===== src/rtl/mrh_wb_arbiter.sv =====
// Write-back arbiter: per-pipe result FIFOs drained round-robin onto the register-file write ports.
// Optional same-cycle bypass of empty FIFOs is enabled by defining MRH_WB_ARB_BYPASS_EN.
module mrh_wb_arbiter #(
    parameter int IN_PORTS = 2,
    parameter int WR_PORTS = 1,
    parameter int DEPTH    = 4,
    parameter int RNID_W   = 7,
    parameter int XLEN     = 64
) (
    input  logic                       i_clk,
    input  logic                       i_reset_n,
    input  logic [IN_PORTS-1:0]        i_tgt_valid,
    input  logic [IN_PORTS*RNID_W-1:0] i_tgt_rnid,
    input  logic [IN_PORTS*XLEN-1:0]   i_tgt_data,
    output logic [IN_PORTS-1:0]        o_stall_req,
    output logic [WR_PORTS-1:0]        o_wr_valid,
    output logic [WR_PORTS*RNID_W-1:0] o_wr_rnid,
    output logic [WR_PORTS*XLEN-1:0]   o_wr_data,
    output logic                       o_overflow
);
    localparam int AW = $clog2(DEPTH);
    localparam int EW = RNID_W + XLEN;
    localparam int PW = (IN_PORTS > 1) ? $clog2(IN_PORTS) : 1;

    logic [EW-1:0]       mem [IN_PORTS][DEPTH];
    logic [AW:0]         wr_ptr [IN_PORTS];
    logic [AW:0]         rd_ptr [IN_PORTS];
    logic [AW:0]         count [IN_PORTS];
    logic [AW:0]         count_next [IN_PORTS];
    logic [EW-1:0]       head [IN_PORTS];
    logic [EW-1:0]       arrival [IN_PORTS];
    logic [IN_PORTS-1:0] empty;
    logic [IN_PORTS-1:0] full;
    logic [IN_PORTS-1:0] cand;
    logic [IN_PORTS-1:0] grant;
    logic [IN_PORTS-1:0] pop;
    logic [IN_PORTS-1:0] push;
    logic [IN_PORTS-1:0] bypass;
    logic [PW-1:0]       rr_ptr;
    logic [PW-1:0]       rr_next;
    logic [WR_PORTS-1:0] slot_valid;
    logic [PW-1:0]       slot_src [WR_PORTS];
    logic [EW-1:0]       slot_entry [WR_PORTS];
    logic                overflow_event;

    always_comb begin
        for (int p = 0; p < IN_PORTS; p++) begin
            count[p]   = wr_ptr[p] - rd_ptr[p];
            empty[p]   = (wr_ptr[p] == rd_ptr[p]);
            full[p]    = (wr_ptr[p][AW] != rd_ptr[p][AW]) &&
                         (wr_ptr[p][AW-1:0] == rd_ptr[p][AW-1:0]);
            head[p]    = mem[p][rd_ptr[p][AW-1:0]];
            arrival[p] = {i_tgt_rnid[p*RNID_W +: RNID_W], i_tgt_data[p*XLEN +: XLEN]};
`ifdef MRH_WB_ARB_BYPASS_EN
            cand[p]    = !empty[p] || i_tgt_valid[p];
`else
            cand[p]    = !empty[p];
`endif
        end
    end

    // Walk ports starting at rr_ptr; the n-th candidate found drives write port n.
    always_comb begin
        int n;
        n          = 0;
        grant      = '0;
        slot_valid = '0;
        rr_next    = rr_ptr;
        for (int k = 0; k < WR_PORTS; k++) begin
            slot_src[k] = '0;
        end
        for (int i = 0; i < IN_PORTS; i++) begin
            for (int p = 0; p < IN_PORTS; p++) begin
                if (p == (int'(rr_ptr) + i) % IN_PORTS && cand[p] && n < WR_PORTS) begin
                    grant[p] = 1'b1;
                    for (int k = 0; k < WR_PORTS; k++) begin
                        if (k == n) begin
                            slot_valid[k] = 1'b1;
                            slot_src[k]   = PW'(p);
                        end
                    end
                    rr_next = PW'((p + 1) % IN_PORTS);
                    n       = n + 1;
                end
            end
        end
    end

    // A granted arrival into an empty FIFO skips the FIFO only in the bypass build.
    always_comb begin
        overflow_event = 1'b0;
        for (int p = 0; p < IN_PORTS; p++) begin
`ifdef MRH_WB_ARB_BYPASS_EN
            bypass[p] = grant[p] && empty[p];
`else
            bypass[p] = 1'b0;
`endif
            pop[p]  = grant[p] && !empty[p];
            push[p] = i_tgt_valid[p] && !bypass[p] && (!full[p] || pop[p]);
            if (i_tgt_valid[p] && !bypass[p] && full[p] && !pop[p]) begin
                overflow_event = 1'b1;
            end
            count_next[p] = count[p] + {{AW{1'b0}}, push[p]} - {{AW{1'b0}}, pop[p]};
        end
        for (int k = 0; k < WR_PORTS; k++) begin
            slot_entry[k] = '0;
            for (int p = 0; p < IN_PORTS; p++) begin
                if (slot_valid[k] && slot_src[k] == PW'(p)) begin
                    slot_entry[k] = bypass[p] ? arrival[p] : head[p];
                end
            end
        end
    end

    always_ff @(posedge i_clk) begin
        for (int p = 0; p < IN_PORTS; p++) begin
            if (push[p]) begin
                mem[p][wr_ptr[p][AW-1:0]] <= arrival[p];
            end
        end
    end

    always_ff @(posedge i_clk or negedge i_reset_n) begin
        if (!i_reset_n) begin
            for (int p = 0; p < IN_PORTS; p++) begin
                wr_ptr[p] <= '0;
                rd_ptr[p] <= '0;
            end
            rr_ptr      <= '0;
            o_stall_req <= '0;
            o_overflow  <= 1'b0;
        end else begin
            for (int p = 0; p < IN_PORTS; p++) begin
                if (push[p]) begin
                    wr_ptr[p] <= wr_ptr[p] + 1'b1;
                end
                if (pop[p]) begin
                    rd_ptr[p] <= rd_ptr[p] + 1'b1;
                end
                o_stall_req[p] <= (count_next[p] >= (AW+1)'(DEPTH - 2));
            end
            rr_ptr <= rr_next;
            if (overflow_event) begin
                o_overflow <= 1'b1;
            end
        end
    end

    // Write outputs are zero whenever the corresponding port is idle.
    always_ff @(posedge i_clk or negedge i_reset_n) begin
        if (!i_reset_n) begin
            o_wr_valid <= '0;
            o_wr_rnid  <= '0;
            o_wr_data  <= '0;
        end else begin
            for (int k = 0; k < WR_PORTS; k++) begin
                o_wr_valid[k]                <= slot_valid[k];
                o_wr_rnid[k*RNID_W +: RNID_W] <= slot_entry[k][EW-1 -: RNID_W];
                o_wr_data[k*XLEN +: XLEN]     <= slot_entry[k][XLEN-1:0];
            end
        end
    end

    generate
        for (genvar a = 0; a < WR_PORTS; a++) begin : g_dup_a
            for (genvar b = a + 1; b < WR_PORTS; b++) begin : g_dup_b
                a_no_dup_rnid : assert property (@(posedge i_clk) disable iff (!i_reset_n)
                    !(o_wr_valid[a] && o_wr_valid[b] &&
                      o_wr_rnid[a*RNID_W +: RNID_W] == o_wr_rnid[b*RNID_W +: RNID_W]));
            end
        end
    endgenerate

endmodule


===== config.mk =====
export PLATFORM = sky130hd
export DESIGN_NAME = mrh_wb_arbiter
export DESIGN_NICKNAME = d
export VERILOG_FILES = /design/src/rtl/mrh_wb_arbiter.sv
export SDC_FILE = /design/constraint.sdc
export NUM_CORES = 1
export LEC_CHECK = 0
export ABC_AREA = 0
export BUFFER_PORTS_ARGS = -buffer_cell sky130_fd_sc_hd__buf_4
export CORE_UTILIZATION = 35
export CTS_CLUSTER_SIZE = 30
export DETAILED_ROUTE_END_ITERATION = 10
export GPL_TIMING_DRIVEN = 1
export SYNTH_ARGS = -nofsm -noshare
export SYNTH_HDL_FRONTEND = slang
export SYNTH_SLANG_ARGS = --single-unit

===== constraint.sdc =====
create_clock -name i_clk -period 10.1 [get_ports i_clk]
set_clock_uncertainty 0.2 [all_clocks]
set_input_delay 0.505 -clock i_clk [delete_from_list [all_inputs] [get_ports i_clk]]
set_output_delay 0.505 -clock i_clk [all_outputs]
set_load 0.05 [all_outputs]

==> results.md, run 1 <==
Synth:
- The combinational family with the most area after synthesis is multiplexers.
- Of the total synthesized cell area, the portion taken by AND, OR, NAND and NOR gates is 0.00524.
- For this run, the register share of the synthesized area comes to 0.799.
- The fraction of the mapped netlist area in compound gates is 0.0301.
- By area the synthesized netlist is led by sky130_fd_sc_hd__edfxtp_1, sky130_fd_sc_hd__mux4_2, sky130_fd_sc_hd__dfrtp_1.
- Counting every net in the synthesized netlist gives 1166.
- The cell type with the largest total area after synthesis is sky130_fd_sc_hd__edfxtp_1.
- During synthesis, Yosys emitted a total of 0 warnings.
- The share of synthesized cell area in full adder, half adder and majority cells is 0.00955.
- The average footprint of a synthesized cell is 24.0 sq um.
- The number of register bits inferred by synthesis is 656.
- Of the post-synthesis cell area, the part taken by muxes is 0.134.
- Of the total synthesized cell area, the portion taken by XOR and XNOR cells is 0.00654.
- The gate count of the mapped netlist is 1004.
- Of the post-synthesis cell area, the dominant cell type holds 0.707.
- The netlist uses 33 different library cells.
- The cell area after synthesis is 0.0241 sq mm.

Critical path:
- The signal on the critical path passes through xor2_1 > o31a_4 > nor2_4 > buf_4 > inv_1 > fa_1 > inv_1 > fa_1 > inv_1 > ha_1 > xnor2_1 > xnor2_1 > nand2b_1.
- The element type at the critical path end is a register.
- The worst setup path is of the register to register kind.
- STA puts the critical path data required time at 10.35 ns.
- The cell with the most instances on the worst path is sky130_fd_sc_hd__inv_1.
- The highest-delay cell along the critical path is sky130_fd_sc_hd__dfrtp_4.
- For this run, the slowest stage of the critical path takes 0.91 ns.
- The length in cells of the worst reg-to-reg path is 13.
- STA classifies the critical path startpoint as a register.
- In this run the worst path has a maximum fanout of 74.
- The signal arrival time at the worst endpoint is 4.69 ns.

Drt:
- Detailed routing inserted a total of 11458 vias.
- After detailed routing, the number of vias per cell comes to 4.92.
- The total iterations of the first detailed-routing run is 5.
- The final wirelength is 54000 um.
- The routed length per instance is 23.2 um.
- The count of antenna-violating nets left after detailed routing is 0.
- The detailed router finished its first iteration with 921 violations.
- The count of unresolved DRC violations after routing is 0.

STA:
- Setup slack closes at 5.66 ns.
- The final count of negative-setup-slack endpoints is 0.
- The worst relative slew slack is 0.211.
- The total negative slack for setup checks is 0 ns.
- The pin slew with the least headroom to its limit is 1.18 ns.
- For this run, the top clock speed supported by timing is 0.225 GHz.
- The final hold violation count was 0.
- The final number of max-transition violations is 0.
- Setup repair after global routing left no endpoint under its margin.
- The worst path needs 4.44 ns of the cycle, external delays included.
- The ratio of final minimum period to clock period is 0.440.

Clock tree:
- The H-tree was split into 3 levels.
- The maximum buffer depth of the clock tree is 3.
- The buffer cell driving the clock tree root is sky130_fd_sc_hd__clkbuf_16.
- The TritonCTS clock tree is built.
- The clock latency on the worst-skew pair is 0.59 ns.
- The number of clock sinks is 656.
- The total clock buffers created by CTS is 66.
- The buffers inserted during post-CTS setup optimization is 0.
- After clock tree synthesis, the clock-pin slew on the worst setup and hold paths is 0.06 ns.

Floorplan:
- The horizontal extent of the die is 264 um.
- The die outline height is 264 um.
- In this run the count of I/O pins placed on the die edge is 221.
- The area enclosed by the die boundary is 0.0699 sq mm.
- The total area inside the core boundary comes to 0.0676 sq mm.
- The floorplan has 95 rows.
- For this configuration, the core starts out at a cell density of 0.357.

Finish:
- The fill cell instance count of the final layout is 5647.
- Relative to the synthesized area, the layout overhead comes to 25.7%.
- In the final layout, flip-flops and latches occupy 0.0193 sq mm.
- The area of the multi-input gates is 0.00454 sq mm.
- The ratio of cells with drive above 1 in the final layout is 0.337.
- After the last flow step, the layout net total stands at 1565.

Global route:
- The via count of the first global-routing pass is 12358.
- The number of antenna violations at the first check in global routing is 11.
- The global-route wire length before repair is 80600 um.
- The pin count of the biggest net entering global routing is 75.
- The aggregate global routing overflow is 0.
- Across every metal layer, demand over resource in global routing totals 0.157.

Run status:
- The run finished with clean final reports.

Run:
- Across the run, the number of max-cap violations was 0.

Power and ir drop:
- VDD sags by at most 304 uV.
- For this design the ratio of total power to cell area is 323 mW/mm^2.
- The static power due to leakage is 10.6 nW.

Worst hold path:
- The classification of the worst-slack hold path is input pin to register.
- Counting instances, the worst hold path has a depth of 3.

Placement:
- The setup slack after placement is 5.51 ns.
- The half-perimeter wire length after detailed placement is 32100 um.
- The count of buffers from port buffering is 220.
- The final RePlAce weighted congestion is 0.716.
-- flip-flops by register name, indices dropped and copies added, names as in the netlist --
signal       cells
rr_ptr           1
o_stall_req      2
o_wr_data       64
mem            568
o_wr_valid       1
o_wr_rnid        7
rd_ptr           6
o_overflow       1
wr_ptr           6
-- Yosys cell counts --
cell                         n
sky130_fd_sc_hd__edfxtp_1  568
sky130_fd_sc_hd__mux4_2    142
sky130_fd_sc_hd__dfrtp_1    88
sky130_fd_sc_hd__a22o_1     71
sky130_fd_sc_hd__buf_2      18
sky130_fd_sc_hd__inv_1      16
sky130_fd_sc_hd__clkbuf_1   14
sky130_fd_sc_hd__buf_6      13
sky130_fd_sc_hd__ha_1       12
sky130_fd_sc_hd__xnor2_1    12
sky130_fd_sc_hd__and2_1      8
sky130_fd_sc_hd__xor2_1      6
sky130_fd_sc_hd__fa_1        4
sky130_fd_sc_hd__buf_4       3
sky130_fd_sc_hd__nand2_1     3
sky130_fd_sc_hd__nand2b_1    3
sky130_fd_sc_hd__a21oi_1     2
sky130_fd_sc_hd__a31oi_1     2
sky130_fd_sc_hd__mux2_1      2
sky130_fd_sc_hd__mux2_2      2
sky130_fd_sc_hd__nand3_1     2
sky130_fd_sc_hd__nor3_1      2
sky130_fd_sc_hd__a211oi_1    1
sky130_fd_sc_hd__a21boi_4    1
sky130_fd_sc_hd__a21o_1      1
sky130_fd_sc_hd__a31oi_2     1
sky130_fd_sc_hd__and3_1      1
sky130_fd_sc_hd__and3b_1     1
sky130_fd_sc_hd__nor2_4      1
sky130_fd_sc_hd__o21ai_0     1
sky130_fd_sc_hd__o21ai_1     1
sky130_fd_sc_hd__o31a_4      1
sky130_fd_sc_hd__o31ai_1     1
-- metal layers --
layer / global-route usage / part of all wire / up-vias
met5: 0 / 0.0021 / -
met4: 0.0482 / 0.017 / 16
met3: 0.0289 / 0.049 / 71
met2: 0.257 / 0.50 / 289
met1: 0.213 / 0.43 / 6078
li1: - / - / 5004
-- cell usage in the layout (no fill, tap or decap), drive strengths merged, types with 3 or more instances in the layout --
master / instances
clkbuf: 93
clkinvlp: 4
clkinv: 17
ha: 12
mux2: 4
inv: 18
and2: 8
diode: 3
a31oi: 3
nand2b: 3
nand2: 3
fa: 4
dfrtp: 88
buf: 236
bufinv: 4
xnor2: 12
mux4: 142
dlygate4sd3: 143
edfxtp: 568
xor2: 6
a22o: 71
-- cell type report --
type | instances | share of cell area
diodes | 3 | 0.000248
clock buffers | 93 | 0.0623
clock inverters | 27 | 0.00838
inverters | 16 | 0.00198
multi-input cells | 284 | 0.150
flip-flops and latches | 656 | 0.636
well taps | 873 | 0.0360
repair buffers | 379 | 0.106
-- what timing repair did --
action | 4_1_cts | 5_1_grt
setup endpoints to repair | 0 | 0
hold buffers | 143 | 0
hold endpoints to repair | 608 | 0
gates resized for setup | 0 | 0
-- per-stage QoR --
stage | power (mW) | area, sq um | std cells | util | hold WS, ns
global route | 10.2 | 30300 | 2331 | 0.448 | 0.0521
floorplan | 6.47 | 24100 | 1004 | - | 0.00941
detailed placement | 7.48 | 26700 | 2065 | 0.395 | 0.277
global placement | 7.46 | 26700 | 2065 | 0.395 | 0.278
finish | 9.79 | 30300 | 2331 | 0.448 | 0.0523
CTS | 9.96 | 30300 | 2328 | 0.448 | 0.0189
-- final timing paths --
check                                            to                   from  slack [ns]
max                        o_stall_req[1]$_DFF_PN0_  rd_ptr[3]$_DFFE_PN0P_        5.66
min                          o_overflow$_DFFE_PN0P_         i_tgt_valid[1]        0.05
max reg2reg                o_stall_req[1]$_DFF_PN0_  rd_ptr[3]$_DFFE_PN0P_        5.66
min reg2reg                   wr_ptr[2]$_DFFE_PN0P_  wr_ptr[2]$_DFFE_PN0P_        0.29
max in group asynchronous     rd_ptr[1]$_DFFE_PN0P_              i_reset_n        8.01
min in group asynchronous   o_wr_data[26]$_DFF_PN0_              i_reset_n        0.30
-- critical path, delay by kind of cell, from the launching register on --
kind | cells | cell delay (ns)
flip-flops | 1 | 0.91
AO/OA/AOI/OAI | 1 | 0.43
adder cells (fa/ha/maj) | 3 | 0.96
AND/OR/NAND/NOR | 2 | 0.16
XOR/XNOR | 3 | 0.51
buffers and inverters | 4 | 1.12
-- report_power, final --
part	leakage (nW)	switching, mW	internal [mW]
sequential	6.25	0.328	3.71
clock	1.04	0.988	1.41
combinational	3.31	1.99	1.36
total	10.6	3.31	6.48
-- kinds of logic after synthesis --
logic type | Yosys count
buf+inv | 64
compound gates | 83
mux | 146
fa+ha+maj | 16
simple gates | 21
xor+xnor | 18
flops | 656
No activity file was read; power rests on OpenSTA's default activity.
==> inputs of run 2 (changes only) <==
clock period = 3.9 ns   (was 10.1 ns; I/O delays follow)
==> run 2 against run 1 <==
Compared with the run above: via count grew 2.1%; clock power grew to 2.8 times the previous value; cell count is 0.94% higher.
==> results.md, run 2 (synthesized netlist as in run 1, its figures left out) <==
Critical path:
- The endpoint of the worst-slack reg-to-reg timing path is o_stall_req[1]$_DFF_PN0_ (unchanged).
- Sequence of cells on the critical path: buf_4 > inv_1 > fa_1 > inv_1 > fa_1 > inv_1 > ha_1 > xnor2_1 > xnor2_1 > nand2b_1 (was xor2_1 > o31a_4 > nor2_4 > buf_4 > inv_1 > fa_1 > inv_1 > fa_1 > inv_1 > ha_1 > xnor2_1 > xnor2_1 > nand2b_1).
- The cell with the most instances on the worst path is sky130_fd_sc_hd__inv_1 (unchanged).
- The required arrival time at the worst endpoint is 4.18 ns (was 10.35 ns).
- The signal arrival time at the worst endpoint is 3.51 ns (was 4.69 ns).
- The highest-delay cell along the critical path is sky130_fd_sc_hd__buf_4 (was sky130_fd_sc_hd__dfrtp_4).
- The type of the setup path with the least slack is register to register (unchanged).
- The largest fanout of any net on the critical path is 41 (was 74).
- The register-to-register setup slack is 0.67 ns (was 5.66 ns).
- The critical path's largest stage delay came to 0.75 ns (was 0.91 ns).
- The element type at the critical path end is a register (unchanged).
- The length in cells of the worst reg-to-reg path is 10 (was 13).
- The sort of element at the start of the critical path is a register (unchanged).
- The launching point of the worst reg2reg path was rd_ptr[0]$_DFFE_PN0P_ (was rd_ptr[3]$_DFFE_PN0P_).

Global route:
- The fraction of met3 tracks used by global routing is 0.0292 (was 0.0289).
- The met2 track demand over resource is 0.289 (was 0.257).
- The pin count of the biggest net entering global routing is 74 (was 75).
- The global-route wire length before repair is 83200 um (was 80600 um).
- The via count of the first global-routing pass is 12937 (was 12358).
- The busiest layer in global routing was met2 (unchanged).
- The global routing usage summed across all routing layers is 0.164 (was 0.157).
- The aggregate global routing overflow came to 0 (unchanged).
- The met1 track demand over resource in global routing is 0.205 (was 0.213).
- The number of antenna violations at the first check in global routing is 5 (was 11).

Worst hold path:
- The classification of the worst-slack hold path is input pin to async pin (was input pin to register).

Drt:
- The total iterations of the first detailed-routing run came to 5 (unchanged).
- The routed length per instance is 24.0 um (was 23.2 um).
- The number of vias in the routed layout is 11700 (was 11458).
- The count of antenna-violating nets left after detailed routing is 0 (unchanged).
- The final wirelength is 56400 um (was 54000 um).
- The post-detailed-route via-to-cell ratio was 4.97 (was 4.92).
- The number of violations reported at the end of detailed-routing iteration 0 came to 779 (was 921).
- The count of unresolved DRC violations after routing is 0 (unchanged).

Clock tree:
- The number of instances resized during post-cts repair is 0 (unchanged).
- The maximum buffer depth of the clock tree is 3 (unchanged).
- The clock latency on the worst-skew pair is 0.61 ns (was 0.59 ns).
- The TritonCTS clock tree is built (unchanged).
- The total number of H-tree levels is 3 (unchanged).
- The count of hold buffers inserted by post-cts repair came to 146 (was 143).
- The total clock buffers created by CTS is 72 (was 66).
- The clock transition at the registers of the reported paths is 0.07 ns (was 0.06 ns).
- The buffer cell driving the clock tree root is sky130_fd_sc_hd__clkbuf_16 (unchanged).
- The number of clock sinks is 656 (unchanged).
- The buffers inserted during post-CTS setup optimization is 0 (unchanged).

Floorplan:
- The placeable core region came to 0.0676 sq mm (unchanged).
- The row count is 95 (unchanged).
- The top-level I/O count was 221 (unchanged).
- The area enclosed by the die boundary came to 0.0699 sq mm (unchanged).
- The starting density of the core was 0.357 (unchanged).
- The horizontal extent of the die was 264 um (unchanged).
- The die outline height is 264 um (unchanged).

STA:
- The final count of negative-setup-slack endpoints is 0 (unchanged).
- The pin slew with the least headroom to its limit was 1.20 ns (was 1.18 ns).
- The ratio of final minimum period to clock period is 0.828 (was 0.440).
- The final number of max-transition violations is 0 (unchanged).
- The final critical-path required period is 3.23 ns (was 4.44 ns).
- Unrepaired setup endpoints after global routing: no (unchanged).
- The final hold violation count came to 0 (unchanged).
- The worst relative slew slack was 0.201 (was 0.211).
- The total negative slack for setup checks is 0 ns (unchanged).
- The highest attainable clock frequency is 0.310 GHz (was 0.225 GHz).

Power and ir drop:
- The cell area power density is 849 mW/mm^2 (was 323 mW/mm^2).
- The worst supply voltage drop on vdd is 786 uV (was 304 uV).
- The static power due to leakage is 10.8 nW (was 10.6 nW).

Run:
- The number of maximum-capacitance constraint violations is 0 (unchanged).

Finish:
- The total inserted antenna cells was 0 (was 3).
- The post-route non-filler standard cell count is 2353 (was 2331).
- The number of flip-flops under the largest register name is 568 (unchanged).
- The leading cell type in the layout, fill and taps excluded was sky130_fd_sc_hd__edfxtp_1 (unchanged).
- The net count of the finished layout is 1587 (was 1565).
- Most used cells in the layout excluding fill and tap cells: sky130_fd_sc_hd__edfxtp_1, sky130_fd_sc_hd__buf_4, sky130_fd_sc_hd__dlygate4sd3_1 (unchanged).
- The post-route standard cell area excluding fillers came to 0.0308 sq mm (was 0.0303 sq mm).
- The synthesis-to-finish area growth came to 27.7% (was 25.7%).
- The ratio of cells with drive above 1 in the final layout came to 0.355 (was 0.337).

Run status:
- Run status: completed (unchanged).

Placement:
- The count of buffers from port buffering was 220 (unchanged).
- The total instance count after detailed placement is 2078 (was 2065).
- The half-perimeter wire length after detailed placement is 32100 um (about the same).
- The final RePlAce weighted congestion is 0.708 (was 0.716).
- The instance area after placement is 0.0270 sq mm (was 0.0267 sq mm).
-- run 2: cell types whose count changed in the layout (fill, tap and decap cells not counted), moves of 3 or more --
cell / previous run / this run
sky130_fd_sc_hd__buf_12: 0 / 10
sky130_fd_sc_hd__buf_4: 236 / 239
sky130_fd_sc_hd__bufinv_16: 4 / 7
sky130_fd_sc_hd__clkbuf_1: 18 / 12
sky130_fd_sc_hd__clkbuf_8: 5 / 9
sky130_fd_sc_hd__clkinv_1: 8 / 2
sky130_fd_sc_hd__clkinv_2: 8 / 16
sky130_fd_sc_hd__diode_2: 3 / 0
sky130_fd_sc_hd__dlygate4sd3_1: 143 / 146
-- run 2: layer usage --
layer,routed length (um),vias to the layer above
met1,23400,6291
li1,-,5056
met2,29700,275
met4,912,8
met3,2370,70
met5,49,-
-- run 2: layout make-up --
type / count / area (sq um)
sequential: 656 / 19300
clock buffer: 93 / 1970
clock inverter: 36 / 397
timing repair buffer: 395 / 3460
tap: 873 / 1090
multi-input combinational: 284 / 4540
fill: 5643 / 36800
inverter: 16 / 60.1
-- run 2: worst max-delay path by stage --
stage | startpoint | endpoint | slack (ns)
finish | rd_ptr[0]$_DFFE_PN0P_ | o_stall_req[1]$_DFF_PN0_ | 0.67
CTS | rd_ptr[0]$_DFFE_PN0P_ | o_stall_req[1]$_DFF_PN0_ | 0.60
global placement | rd_ptr[0]$_DFFE_PN0P_ | o_stall_req[1]$_DFF_PN0_ | 0.66
global route | rd_ptr[0]$_DFFE_PN0P_ | o_stall_req[1]$_DFF_PN0_ | 0.38
detailed placement | rd_ptr[0]$_DFFE_PN0P_ | o_stall_req[1]$_DFF_PN0_ | 0.62
floorplan | rd_ptr[4]$_DFFE_PN0P_ | mem[0][355]$_DFFE_PP_ | 0.21
-- run 2: where the power goes --
part,switching (mW),internal (mW),leakage [nW]
Sequential,0.523,9.60,6.25
Clock,2.71,4.05,1.16
Combinational,5.59,3.66,3.42
Total,8.83,17.3,10.8
-- run 2: worst max-delay path: cells and delay by family, from the launching register on --
family / cells / cell delay [ns]
and+or+nand+nor: 1 / 0.08
buffers and inverters: 4 / 1.13
adders and majority gates: 3 / 1.02
DFF: 1 / 0.41
xor gates and xnor gates: 2 / 0.26
-- run 2: metrics by stage --
stage               worst slack, ns  hold slack [ns]  power (mW)   util
floorplan                     0.214           -0.301        16.7      -
global route                  0.378           0.0996        27.3  0.455
CTS                           0.595           0.0463        26.6  0.455
detailed placement            0.615            0.147        19.6  0.399
finish                        0.673           0.0571        26.1  0.455
global placement              0.656            0.133        19.5  0.399
==> inputs of run 3 (changes only) <==
ABC_AREA = 1   (was 0)
clock period = 3.11 ns   (was 3.9 ns; I/O delays follow)
==> run 3 against run 2 <==
Compared with the run above: area after synthesis grew 5.1%; clock-buffer cell count down 5; core utilization shrank 0.82 points; fmax rose by 12%; global-route usage increased by 1.6 points; clock power grew 22%.
==> results.md, run 3 <==
Run status:
- Run status: completed (unchanged).

Drt:
- The count of antenna-violating nets left after detailed routing was 0 (unchanged).
- The number of violations reported at the end of detailed-routing iteration 0 is 1132 (was 779).
- The final wirelength was 66200 um (was 56400 um).
- The count of unresolved DRC violations after routing is 0 (unchanged).
- The post-detailed-route via-to-cell ratio was 4.97 (about the same).
- The total iterations of the first detailed-routing run is 7 (was 5).
- The number of vias in the routed layout is 16252 (was 11700).
- The routed length per instance was 20.2 um (was 24.0 um).

STA:
- The final critical-path required period is 2.88 ns (was 3.23 ns).
- The highest attainable clock frequency is 0.347 GHz (was 0.310 GHz).
- The final number of max-transition violations is 0 (unchanged).
- The final setup slack of the worst path is 0.229 ns (was 0.673 ns).
- The pin slew with the least headroom to its limit is 1.14 ns (was 1.20 ns).
- The ratio of final minimum period to clock period came to 0.926 (was 0.828).
- The total negative slack for setup checks came to 0 ns (unchanged).
- The final hold violation count was 0 (unchanged).
- The final count of negative-setup-slack endpoints is 0 (unchanged).
- The worst relative slew slack is 0.242 (was 0.201).
- Unrepaired setup endpoints after global routing: no (unchanged).

Power and ir drop:
- The worst supply voltage drop on vdd is 932 uV (was 786 uV).
- The switching power total was 13.3 mW (was 8.83 mW).
- The power share of the sequential group is 0.371 (was 0.387).
- The switching fraction of total power is 0.393 (was 0.338).
- The combinational fraction of design power is 0.385 (was 0.354).
- The static power due to leakage is 11.9 nW (was 10.8 nW).
- The cell area power density is 1060 mW/mm^2 (was 849 mW/mm^2).
- The clock power share came to 0.244 (was 0.259).
- The internal power contribution is 20.6 mW (was 17.3 mW).

Clock tree:
- The buffer cell driving the clock tree root is sky130_fd_sc_hd__clkbuf_16 (unchanged).
- The maximum buffer depth of the clock tree is 3 (unchanged).
- The clock transition at the registers of the reported paths is 0.06 ns (was 0.07 ns).
- The total number of H-tree levels was 3 (unchanged).
- The total clock buffers created by CTS is 69 (was 72).
- The TritonCTS clock tree is built (unchanged).
- The buffers inserted during post-CTS setup optimization is 0 (unchanged).
- The clock latency on the worst-skew pair was 0.61 ns (about the same).
- The number of instances resized during post-cts repair came to 0 (unchanged).
- The count of hold buffers inserted by post-cts repair is 147 (was 146).
- The number of clock sinks is 656 (unchanged).

Global route:
- The number of antenna violations at the first check in global routing is 5 (unchanged).
- The global routing usage summed across all routing layers is 0.180 (was 0.164).
- The pin count of the biggest net entering global routing is 145 (was 74).
- The via count of the first global-routing pass is 16402 (was 12937).
- The global-route wire length before repair is 101000 um (was 83200 um).
- The aggregate global routing overflow was 0 (unchanged).

Critical path:
- The endpoint of the worst-slack reg-to-reg timing path is o_stall_req[0]$_DFF_PN0_ (was o_stall_req[1]$_DFF_PN0_).
- The register-to-register setup slack came to 0.23 ns (was 0.67 ns).
- The length in cells of the worst reg-to-reg path is 14 (was 10).
- The launching point of the worst reg2reg path is wr_ptr[0]$_DFFE_PN0P_ (was rd_ptr[0]$_DFFE_PN0P_).
- The required arrival time at the worst endpoint is 3.38 ns (was 4.18 ns).
- The type of the setup path with the least slack is register to register (unchanged).
- The signal arrival time at the worst endpoint is 3.16 ns (was 3.51 ns).
- The sort of element at the start of the critical path is a register (unchanged).
- The critical path's largest stage delay is 0.46 ns (was 0.75 ns).
- The largest fanout of any net on the critical path is 6 (was 41).
- The highest-delay cell along the critical path was sky130_fd_sc_hd__dfrtp_1 (was sky130_fd_sc_hd__buf_4).
- The last element of the critical path is o_stall_req[0]$_DFF_PN0_ (was o_stall_req[1]$_DFF_PN0_).
- The element type at the critical path end is a register (unchanged).
- The cell with the most instances on the worst path was sky130_fd_sc_hd__inv_1 (unchanged).
- The start point of the critical path is wr_ptr[0]$_DFFE_PN0P_ (was rd_ptr[0]$_DFFE_PN0P_).
- Sequence of cells on the critical path: inv_1 > nand2_1 > nand2_2 > nand3_4 > nand2_4 > nand2_2 > fa_1 > inv_1 > fa_1 > inv_1 > ha_1 > xnor2_1 > xnor2_1 > nand2_1 (was buf_4 > inv_1 > fa_1 > inv_1 > fa_1 > inv_1 > ha_1 > xnor2_1 > xnor2_1 > nand2b_1).

Synth:
- The most instantiated flip-flop cell in the synthesis netlist was sky130_fd_sc_hd__edfxtp_1 (unchanged).
- The number of register bits inferred by synthesis is 656 (unchanged).
- The cell area after synthesis is 0.0253 sq mm (was 0.0241 sq mm).
- Synth area leaders: sky130_fd_sc_hd__edfxtp_1, sky130_fd_sc_hd__dfrtp_1, sky130_fd_sc_hd__nand2_1 (was sky130_fd_sc_hd__edfxtp_1, sky130_fd_sc_hd__mux4_2, sky130_fd_sc_hd__dfrtp_1).
- The cell type with the largest total area after synthesis is sky130_fd_sc_hd__edfxtp_1 (unchanged).
- The most frequent cell after synthesis was sky130_fd_sc_hd__edfxtp_1 (unchanged).
- The gate count of the mapped netlist came to 1899 (was 1004).
- The average footprint of a synthesized cell is 13.3 sq um (was 24.0 sq um).
- The number of enable-type register cells in the synthesized netlist is 568 (unchanged).
- The area share of the largest cell type after synthesis is 0.673 (was 0.707).
- The number of nets produced by synthesis is 2061 (was 1166).
- Top cell types by occurrence after synthesis: sky130_fd_sc_hd__edfxtp_1, sky130_fd_sc_hd__nand2_1, sky130_fd_sc_hd__nand3_1 (was sky130_fd_sc_hd__edfxtp_1, sky130_fd_sc_hd__mux4_2, sky130_fd_sc_hd__dfrtp_1).
- The distinct cell type count of the synthesized netlist is 27 (was 33).
- The sequential fraction of the synthesis area is 0.760 (was 0.799).
- The count of synthesis-stage warnings from yosys is 0 (unchanged).
- The share of synthesized registers carrying an async set or reset is 0.134 (unchanged).

Finish:
- Most used cells in the layout excluding fill and tap cells: sky130_fd_sc_hd__edfxtp_1, sky130_fd_sc_hd__nand2_1, sky130_fd_sc_hd__buf_4 (was sky130_fd_sc_hd__edfxtp_1, sky130_fd_sc_hd__buf_4, sky130_fd_sc_hd__dlygate4sd3_1).
- The ratio of cells with drive above 1 in the final layout came to 0.200 (was 0.355).
- The leading cell type in the layout, fill and taps excluded is sky130_fd_sc_hd__edfxtp_1 (unchanged).
- The number of flip-flops under the largest register name is 568 (unchanged).
- The synthesis-to-finish area growth is 26.3% (was 27.7%).
- The post-route standard cell area excluding fillers was 0.0320 sq mm (was 0.0308 sq mm).
- The net count of the finished layout is 2431 (was 1587).

Floorplan:
- The top-level I/O count was 221 (unchanged).
- The area enclosed by the die boundary is 0.0735 sq mm (was 0.0699 sq mm).
- The row count came to 98 (was 95).
- The die outline height came to 271 um (was 264 um).
- The horizontal extent of the die came to 271 um (was 264 um).
- The starting density of the core is 0.354 (was 0.357).
- The placeable core region is 0.0716 sq mm (was 0.0676 sq mm).

Run:
- The number of maximum-capacitance constraint violations is 0 (unchanged).

Placement:
- The count of buffers from port buffering is 220 (unchanged).
- The half-perimeter wire length after detailed placement is 38200 um (was 32100 um).
- The instance area after placement is 0.0282 sq mm (was 0.0270 sq mm).
- The setup slack after placement is 0.243 ns (was 0.615 ns).
- The final RePlAce weighted congestion is 0.774 (was 0.708).

Worst hold path:
- Along the worst hold path, the cell count comes to 2.
- The classification of the worst-slack hold path is input pin to register (was input pin to async pin).
==> run 3: worst min-delay path by stage <==
stage / start / endpoint
after CTS: i_tgt_data[83] / mem[0][303]$_DFFE_PP_
after global routing: i_tgt_data[93] / mem[0][455]$_DFFE_PP_
after global placement: i_reset_n / o_wr_data[18]$_DFF_PN0_
after floorplan: i_reset_n / o_overflow$_DFFE_PN0P_
final: i_tgt_data[83] / mem[0][303]$_DFFE_PP_
after detailed placement: i_reset_n / o_wr_data[18]$_DFF_PN0_
==> run 3: power by group through the flow <==
| stage | Combinational (mW) | Clock (mW) | Sequential (mW) |
|---|---|---|---|
| floorplan | 7.09 | 0 | 14.3 |
| global placement | 12.8 | 0 | 12.7 |
| detailed placement | 13.0 | 0 | 12.7 |
| CTS | 13.2 | 8.45 | 12.6 |
| global route | 14.2 | 8.78 | 12.7 |
| finish | 13.0 | 8.27 | 12.6 |
==> run 3: cells by family (layout without fill, tap and decap cells) <==
logic type	count (synthesis)	count (layout)	share of synthesized area
AOI/OAI and AO/OA	287	287	0.0673
xor gates and xnor gates	10	10	0.00346
adders and majority gates	16	16	0.00909
buffers and inverters	146	567	0.0282
DFF	656	656	0.760
other	0	2	0
and+or+nand+nor	784	784	0.132
==> run 3: metrics by stage <==
step	utilization	std cells	power [mW]	hold WS, ns
after floorplan	-	1899	21.4	-0.340
after global placement	0.394	3001	25.5	-0.0224
after detailed placement	0.394	3001	25.7	-0.0206
after CTS	0.447	3270	34.2	0.0481
after global routing	0.447	3272	35.7	0.0851
final	0.447	3272	33.9	0.0849
==> run 3: final cells by class <==
class | count | area (sq um)
Inverter | 30 | 118
Timing Repair Buffer | 415 | 3720
Tap cell | 950 | 1190
Multi-Input combinational cell | 1097 | 5430
Fill cell | 6432 | 39600
Sequential cell | 656 | 19300
Clock buffer | 88 | 1880
Clock inverter | 34 | 393
Antenna cell | 2 | 5.00
==> run 3: metal layers <==
| metal | global-route usage | part of all wire | vias to the layer above |
|---|---|---|---|
| met5 | 0 | 0.00066 | - |
| li1 | - | - | 7545 |
| met1 | 0.240 | 0.44 | 8168 |
| met4 | 0.0546 | 0.020 | 6 |
| met3 | 0.0321 | 0.051 | 85 |
| met2 | 0.299 | 0.49 | 448 |
==> run 3: critical path, delay by kind of cell (launching register included) <==
family / cells / cell delay [ns]
XOR/XNOR: 2 / 0.27
adder cells (fa/ha/maj): 3 / 0.94
flip-flops: 1 / 0.46
buffers and inverters: 3 / 0.31
AND/OR/NAND/NOR: 6 / 0.54
